**config.mk**
```make
export PLATFORM = sky130hd
export DESIGN_NAME = bus_ram_slave
export DESIGN_NICKNAME = d
export VERILOG_FILES = /design/src/rtl/bus_pkg.sv /design/src/rtl/byte_lane_ram.sv /design/src/rtl/bus_ram_slave.sv
export SDC_FILE = /design/constraint.sdc
export NUM_CORES = 2
export LEC_CHECK = 0
export BUFFER_PORTS_ARGS = -buffer_cell sky130_fd_sc_hd__buf_2
export CAP_MARGIN = 20
export CORE_MARGIN = 2
export CORE_UTILIZATION = 40
export DETAILED_ROUTE_END_ITERATION = 8
export PLACE_DENSITY_LB_ADDON = 0.15
export SETUP_SLACK_MARGIN = 0.1
export SLEW_MARGIN = 20
export SYNTH_ARGS = -nofsm -noshare
export SYNTH_HDL_FRONTEND = slang
export SYNTH_HIERARCHICAL = 1
export SYNTH_SLANG_ARGS = --single-unit
```
**constraint.sdc**
```tcl
create_clock -name clk -period 1.9 [get_ports clk]
set_clock_uncertainty 0.15 [all_clocks]
set_input_delay 0.095 -clock clk [delete_from_list [all_inputs] [get_ports clk]]
set_output_delay 0.095 -clock clk [all_outputs]
set_load 0.01 [all_outputs]
```
**src/rtl/bus_pkg.sv**
```systemverilog
// Definitions shared by the memory-mapped bus slaves and the CPU benches that drive them.
package bus_pkg;

    typedef enum logic [1:0] {
        IDLE  = 2'd0,
        STALL = 2'd1,
        DONE  = 2'd2
    } bus_state_e;

    localparam logic [31:0] BUS_BASE_ADDR = 32'hBFC00000;
    localparam int          BUS_DATA_W    = 32;
    localparam int          BUS_LANES     = BUS_DATA_W / 8;

endpackage

```
**src/rtl/byte_lane_ram.sv**
```systemverilog
// Word storage built from four byte-wide arrays with per-lane write enables,
// a full-word preload port and a registered (synchronous) read port.
module byte_lane_ram
    import bus_pkg::*;
#(
    parameter int DEPTH = 64,
    parameter int AW    = 6
) (
    input  logic                  clk,
    input  logic [AW-1:0]         bus_addr,
    input  logic [BUS_LANES-1:0]  bus_we,
    input  logic [BUS_DATA_W-1:0] bus_wdata,
    input  logic                  rd_en,
    output logic [BUS_DATA_W-1:0] rd_data,
    input  logic                  load_en,
    input  logic [AW-1:0]         load_addr,
    input  logic [BUS_DATA_W-1:0] load_data
);

    for (genvar lane = 0; lane < BUS_LANES; lane++) begin : g_lane
        logic [7:0] mem [DEPTH];
        logic [7:0] q;

        // The load port is written after the bus port so it wins a same-word collision.
        always_ff @(posedge clk) begin
            if (bus_we[lane]) begin
                mem[bus_addr] <= bus_wdata[8*lane +: 8];
            end
            if (load_en) begin
                mem[load_addr] <= load_data[8*lane +: 8];
            end
            if (rd_en) begin
                q <= mem[bus_addr];
            end
        end

        assign rd_data[8*lane +: 8] = q;
    end

endmodule

```
**src/rtl/bus_ram_slave.sv**
```systemverilog
// Word-addressed RAM slave on a waitrequest-style bus, with configurable wait states,
// byte enables, a sticky error flag and a bench preload port.
module bus_ram_slave
    import bus_pkg::*;
#(
    parameter int          DEPTH_WORDS = 64,
    parameter logic [31:0] BASE_ADDR   = BUS_BASE_ADDR,
    parameter int          WAIT_STATES = 0
) (
    input  logic                           clk,
    input  logic                           reset,
    input  logic [31:0]                    address,
    input  logic                           read,
    input  logic                           write,
    input  logic [31:0]                    writedata,
    input  logic [3:0]                     byteenable,
    output logic                           waitrequest,
    output logic [31:0]                    readdata,
    output logic                           err,
    input  logic                           load_en,
    input  logic [$clog2(DEPTH_WORDS)-1:0] load_addr,
    input  logic [31:0]                    load_data
);

    localparam int AW = $clog2(DEPTH_WORDS);

    bus_state_e    state, state_next;
    logic [3:0]    stall_cnt, stall_cnt_next;
    logic          request;
    logic          accept;
    logic          in_range;
    logic          rd_valid;
    logic          rd_en;
    logic [31:0]   offset;
    logic [AW-1:0] word_idx;
    logic [3:0]    bus_we;
    logic [31:0]   ram_q;

    assign request  = read | write;
    assign offset   = address - BASE_ADDR;
    assign word_idx = offset[AW+1:2];
    assign in_range = (address >= BASE_ADDR) && ((offset >> 2) < 32'(DEPTH_WORDS));

    // The pending cycle in IDLE already counts as the first wait state, so STALL exits
    // once the running total reaches WAIT_STATES (one wait state still visits STALL once).
    always_comb begin
        state_next     = state;
        stall_cnt_next = stall_cnt;
        waitrequest    = 1'b0;
        case (state)
            IDLE: begin
                if (request) begin
                    if (WAIT_STATES > 0) begin
                        waitrequest    = 1'b1;
                        state_next     = STALL;
                        stall_cnt_next = 4'd1;
                    end else begin
                        state_next = DONE;
                    end
                end
            end
            STALL: begin
                waitrequest = 1'b1;
                if (!request) begin
                    state_next     = IDLE;
                    stall_cnt_next = 4'd0;
                end else if (({1'b0, stall_cnt} + 5'd1) >= 5'(WAIT_STATES)) begin
                    state_next     = DONE;
                    stall_cnt_next = 4'd0;
                end else begin
                    stall_cnt_next = stall_cnt + 4'd1;
                end
            end
            DONE: begin
                state_next = IDLE;
            end
            default: begin
                state_next     = IDLE;
                stall_cnt_next = 4'd0;
            end
        endcase
        if (!reset) begin
            waitrequest = 1'b0;
        end
    end

    assign accept = reset & request & ~waitrequest;
    assign rd_en  = accept & read & ~write & in_range;
    assign bus_we = (accept && write && in_range) ? byteenable : 4'b0000;

    // An out-of-range read clears rd_valid so readdata reads back zero until the next good read.
    always_ff @(posedge clk or negedge reset) begin
        if (!reset) begin
            state     <= IDLE;
            stall_cnt <= 4'd0;
            rd_valid  <= 1'b0;
            err       <= 1'b0;
        end else begin
            state     <= state_next;
            stall_cnt <= stall_cnt_next;
            if (accept) begin
                if (read && !write) begin
                    rd_valid <= in_range;
                end
                if (!in_range || (read && write)) begin
                    err <= 1'b1;
                end
            end
        end
    end

    assign readdata = rd_valid ? ram_q : 32'h0000_0000;

    byte_lane_ram #(
        .DEPTH (DEPTH_WORDS),
        .AW    (AW)
    ) u_ram (
        .clk       (clk),
        .bus_addr  (word_idx),
        .bus_we    (bus_we),
        .bus_wdata (writedata),
        .rd_en     (rd_en),
        .rd_data   (ram_q),
        .load_en   (load_en),
        .load_addr (load_addr),
        .load_data (load_data)
    );

endmodule

```
---- Word-level counts from Yosys, hierarchy flattened ----
Memories as Yosys holds them, arrays and structs flattened. A register that Yosys moved wholly into a read port is not among the register bits.
Index checks and enable logic that the tools add are counted.
cells by class
  reduce and logical (&&, ||, !) cells .... 13
  multiplexer cells ....................... 21
  add/sub/neg operators ................... 3
  bitwise gates (word level) .............. 8
  order comparisons ....................... 3
  equality and inequality tests ........... 4
operators by type and width
  kind                                                                                  number
  32-bit greater-or-equal comparator (second input constant)                            1
  32-bit two-way mux                                                                    1
  32-bit subtractor (second input constant)                                             1
  30-bit by 7-bit less-than comparator with 1-bit output (second input constant)        1
  1-bit two-way mux                                                                     12
  4-bit two-way mux                                                                     3
  4-bit one-hot mux with 2 select lines                                                 1
  2-bit two-way mux                                                                     3
  2-bit AND reduction                                                                   3
  4-bit by 1-bit adder with 5-bit output (second input constant)                        1
  1-bit bitwise AND                                                                     5
  5-bit by 1-bit greater-or-equal comparator with 1-bit output (second input constant)  1
  1-bit logical AND                                                                     5
  4-bit by 1-bit adder with 4-bit output (second input constant)                        1
  2-bit one-hot mux with 2 select lines                                                 1
  3-bit != test (second input constant)                                                 1
  2-bit by 1-bit equality test with 1-bit output (second input constant)                1
  2-bit equality test (second input constant)                                           1
  1-bit logical NOT                                                                     2
  2-bit logical NOT                                                                     1
  2-bit != test (second input constant)                                                 1
  1-bit NOT                                                                             2
  2-bit OR reduction                                                                    1
  1-bit logical OR                                                                      1
  1-bit OR                                                                              1
storage, ports and cells
  output and inout bits ................... 34
  memories ................................ 4
  register bits ........................... 8
  logic and storage cells ................. 60
  RAM bits ................................ 2048
memory list
  memory               depth  width  rd ports  clocked after memory_dff  wr ports  RTL line             source
  u_ram.g_lane[0].mem  64     8      1         1                         2         byte_lane_ram.sv:21  logic [7:0] mem [DEPTH];
  u_ram.g_lane[1].mem  64     8      1         1                         2         byte_lane_ram.sv:21
  u_ram.g_lane[2].mem  64     8      1         1                         2         byte_lane_ram.sv:21
  u_ram.g_lane[3].mem  64     8      1         1                         2         byte_lane_ram.sv:21

---- Logic depth before layout (Yosys ltp) ----
  depth in word-level cells ............... 10
  mapped depth ............................ 11
  gate-level depth less buffers ........... 6

---- Hierarchy ----
Netlist, hierarchy kept.
by module, submodules not included
  module         cells each  times used  area each (um2)
  byte_lane_ram  8803        1           106378.3
  bus_ram_slave  61          1           437.9

---- Worst setup path before layout ----
No wires, ideal clock.
  path type ............................... input -> register
  from .................................... input port address[8]
  to ...................................... memory u_ram.g_lane[1].mem[0][0], enable pin
  path slack .............................. -1.130 ns
  setup time .............................. 0.384 ns
  arrival ................................. 2.495 ns
  cell stages on the path ................. 7
  cells stage by stage .................... or4_1 > or4_4 > nor3_2 > and2_1 > clkbuf_1 > nand2_1 > o21ai_0
RTL lines
  what         RTL line             source
  from (decl)  bus_ram_slave.sv:12  input logic [31:0] address,
  to (decl)    byte_lane_ram.sv:21

==> results_dict.tcl <==
set metrics [dict create \
    clock-sinks 2082 \
    cts_tree "built" \
    fmax_mhz 397 \
    grt_max_degree 65 \
    grt_antenna_before_repair 32 \
    rows 189 \
    power_density_mw_per_mm2 791 \
    max_stage_delay_ps 420 \
    ys_seq_area_frac 0.585 \
    rsz0062_at_grt "true" \
    p_int_mw 81.1 \
    synth_area_mm2 0.107 \
    synthFlopType "edfxtp_1" \
    core-area_mm2 0.265 \
    p_clk_frac 0.411 \
    outcome "complete, but fails checks" \
    relSlewSlack 0.369 \
    worstPathMaxFanout 1 \
    worst_slack_ps -617 \
    cts_max_path_buffers 4 \
    nets 9845 \
    drt_iter0_markers 13413 \
    insertion_delay_ps 950 \
    grt_usage 0.355 \
    yosysWarnings 6 \
    vias 85531 \
    critPathKind "reg -> reg" \
    power_frac_comb 0.118 \
    crit_arrival_ps 3040 \
    cp-end-kind "register" \
    gp_congestion 0.989 \
    place_area_mm2 0.124 \
    die_area_mm2 0.271 \
    start_util 0.403 \
    hp-class "in -> reg" \
    seqPwrFrac 0.471 \
    critPathTopFamily "compound AO/OA/AOI/OAI gates" \
    total_power_mw 108 \
    path_cells "mux2_4, a221o_1, a22o_1, a221oi_2, buf_4, o211ai_1, or3_1" \
    yosys_register_bits 2082 \
    drt-met1-wl_um 190000 \
    hold_slack_ps -5.13 \
    synth_edf_count 2080 \
    drc 0 \
    ios 145 \
    hold_viol 1 \
    period_needed_ps 2520 \
    ctsHtreeMaxLevel 4 \
    post-route-period-util 1.32 \
    overflow 0 \
    fin_tns_setup_ps -95160 \
    synth_cell_types 77 \
    placedCellCount 12896 \
    syn_inst 8864 \
    port_buffers 141 \
    cp_num_buf_inv 1 \
    switching_power_mw 27.3 \
    worstSetupStartpointType "register" \
    setup_viol 1221 \
    worstPathRequired_ps 2420 \
    ir_worst_vdd_v 0.000784 \
    die_width_um 521 \
    layout.cells.non_filler 13462 \
    sw_frac_of_total 0.252 \
    cts_root_buf "clkbuf_16" \
    wl_met2_um 210000 \
    violations "hold timing, setup timing" \
    post-route-cell-area_mm2 0.137 \
    syn_avg_cell_area_um2 12.1 \
    top_layer "met5" \
    grt_pass1_wl_um 672000 \
    critPathSlowestCell "edfxtp_1" \
    synth_fp_nets 8975 \
    drtPass1Iterations 7 \
    wire_per_inst_um 36.8 \
    drtAntennaViolNets 0 \
    drive_gt1_frac 0.410 \
    final_util 0.516 \
    maxSlewViolCount 0 \
    p_leak_nw 50.1 \
    drv_cap 0 \
    dp_slack_ps -1340 \
    clk_transition_reported_paths_ps 60 \
    met3WireLength_um 64000 \
    dpl.hpwl_um 336000 \
    grt_pass1_vias 81174 \
    async_flop_share 0.000961 \
    routed_wl_um 495000 \
    die_h_um 521 \
    cts_buffers 233 \
    via_per_inst 6.35 \
    area_delta_synth_final_pct 28.2 \
    worst_slew_pin_slew_ps 943 \
]
## layout make-up
class	instances	area, µm²
clock inverter	132	1210
timing repair buffer	1707	19000
antenna	16	40.0
sequential	2082	62500
clock buffer	282	6060
inverter	5	30.0
multi-input combinational	5705	43700
fill	22569	128000
tap	3533	4420
## power by group through the flow
stage               clock (mW)  sequential, mW  combinational (mW)
finish                    44.6            51.0                12.8
global route              46.5            51.0                13.1
CTS                       44.8            51.0                12.3
detailed placement           0            52.0                11.7
global placement             0            52.0                11.6
floorplan                    0            51.9                5.62
## routing by layer
metal  track usage  vias up
met2         0.519     6273
met1         0.480    43193
met4         0.188       12
met5             0        -
met3        0.0981     1215
li1              -    34838
## final timing paths
check	depth (start not counted)	slack, ps	from	endpoint
worst max-delay path	7	-620	u_ram/g_lane[1].mem[57][1]	u_ram/g_lane[1].q[1]
worst min-delay path	6	-5	load_addr[4]	u_ram/g_lane[2].mem[62][6]
worst max register to register	7	-620	u_ram/g_lane[1].mem[57][1]	u_ram/g_lane[1].q[1]
worst min register to register	2	480	err	err
max in group asynchronous	5	870	reset	rd_valid
min in group asynchronous	5	570	reset	rd_valid
## state kept, by name, indices dropped and copies added (netlist names)
name	count
rd_valid	1
u_ram/g_lane.q	32
err	1
u_ram/g_lane.mem	2048
## synthesized netlist by cell type, drive strengths merged, types with 4 or more instances
library cell,count,area [µm²]
a221oi,346,3030
nor4,12,90.1
a2bb2oi,5,43.8
a32oi,5,43.8
a211oi,16,120
a221o,22,220
inv,5,21.3
o2bb2ai,12,105
clkbuf,732,2750
and2,39,246
and3,5,31.3
a22oi,339,2540
o2111ai,11,96.3
nor3,32,180
nor2b,12,75.1
mux4,38,856
o21ai,385,1930
nor3b,6,45.0
and3b,4,35.0
o211ai,11,82.6
o221ai,28,245
mux2i,162,1620
o22ai,143,895
nand2,2103,7900
mux2,1490,16800
and4,5,43.8
nand4,11,68.8
or2,7,43.8
a31oi,19,119
nand3,16,80.1
edfxtp,2080,62500
nand2b,10,62.6
nor2,215,817
o22a,16,140
or4,12,93.8
o32ai,14,123
a22o,24,210
a21oi,79,395
buf,340,1710
or3,15,93.8
## cell usage in the layout, fill, tap and decap left out, types with 34 or more instances in the layout
cell	Yosys	final
a21oi_1	79	73
a221oi_1	346	279
a221oi_2	0	59
a22oi_1	339	305
a22oi_2	0	34
and2_4	1	37
buf_12	0	392
buf_2	137	106
buf_4	24	813
buf_6	22	271
clkbuf_1	732	46
clkbuf_16	0	236
clkinv_1	0	55
clkinv_2	0	42
dlygate4sd3_1	0	99
edfxtp_1	2080	2080
mux2_2	1490	1482
mux2i_1	162	145
mux4_2	38	38
nand2_1	2102	2001
nand2_2	1	65
nor2_1	213	176
o21ai_0	384	110
o21ai_1	1	41
o21ai_2	0	132
o21ai_4	0	102
o22ai_1	143	134
## worst register-to-register path, stage by stage, from the launching register on
cell and delay, ps:
edfxtp_1 420, mux2_4 290, a221o_1 300, a22o_1 240, a221oi_2 280, buf_4 190, o211ai_1 80, or3_1 300
## logic make-up after synthesis
| group | share of synthesized area |
|---|---|
| AND/OR/NAND/NOR | 0.0934 |
| flip-flops | 0.585 |
| multiplexers | 0.180 |
| AO/OA/AOI/OAI | 0.0991 |
| buffers and inverters | 0.0420 |
| other | 0.0000351 |
## what timing repair did
item,4_1_cts,5_1_grt
pin swaps,105,53
hold buffers,103,1
gates cloned,2,2
buffers inserted,28,5
setup endpoints to repair,2112,2147
gates resized for setup,1047,208
hold endpoints to repair,2196,2
Power figures use the tool's default switching activity.
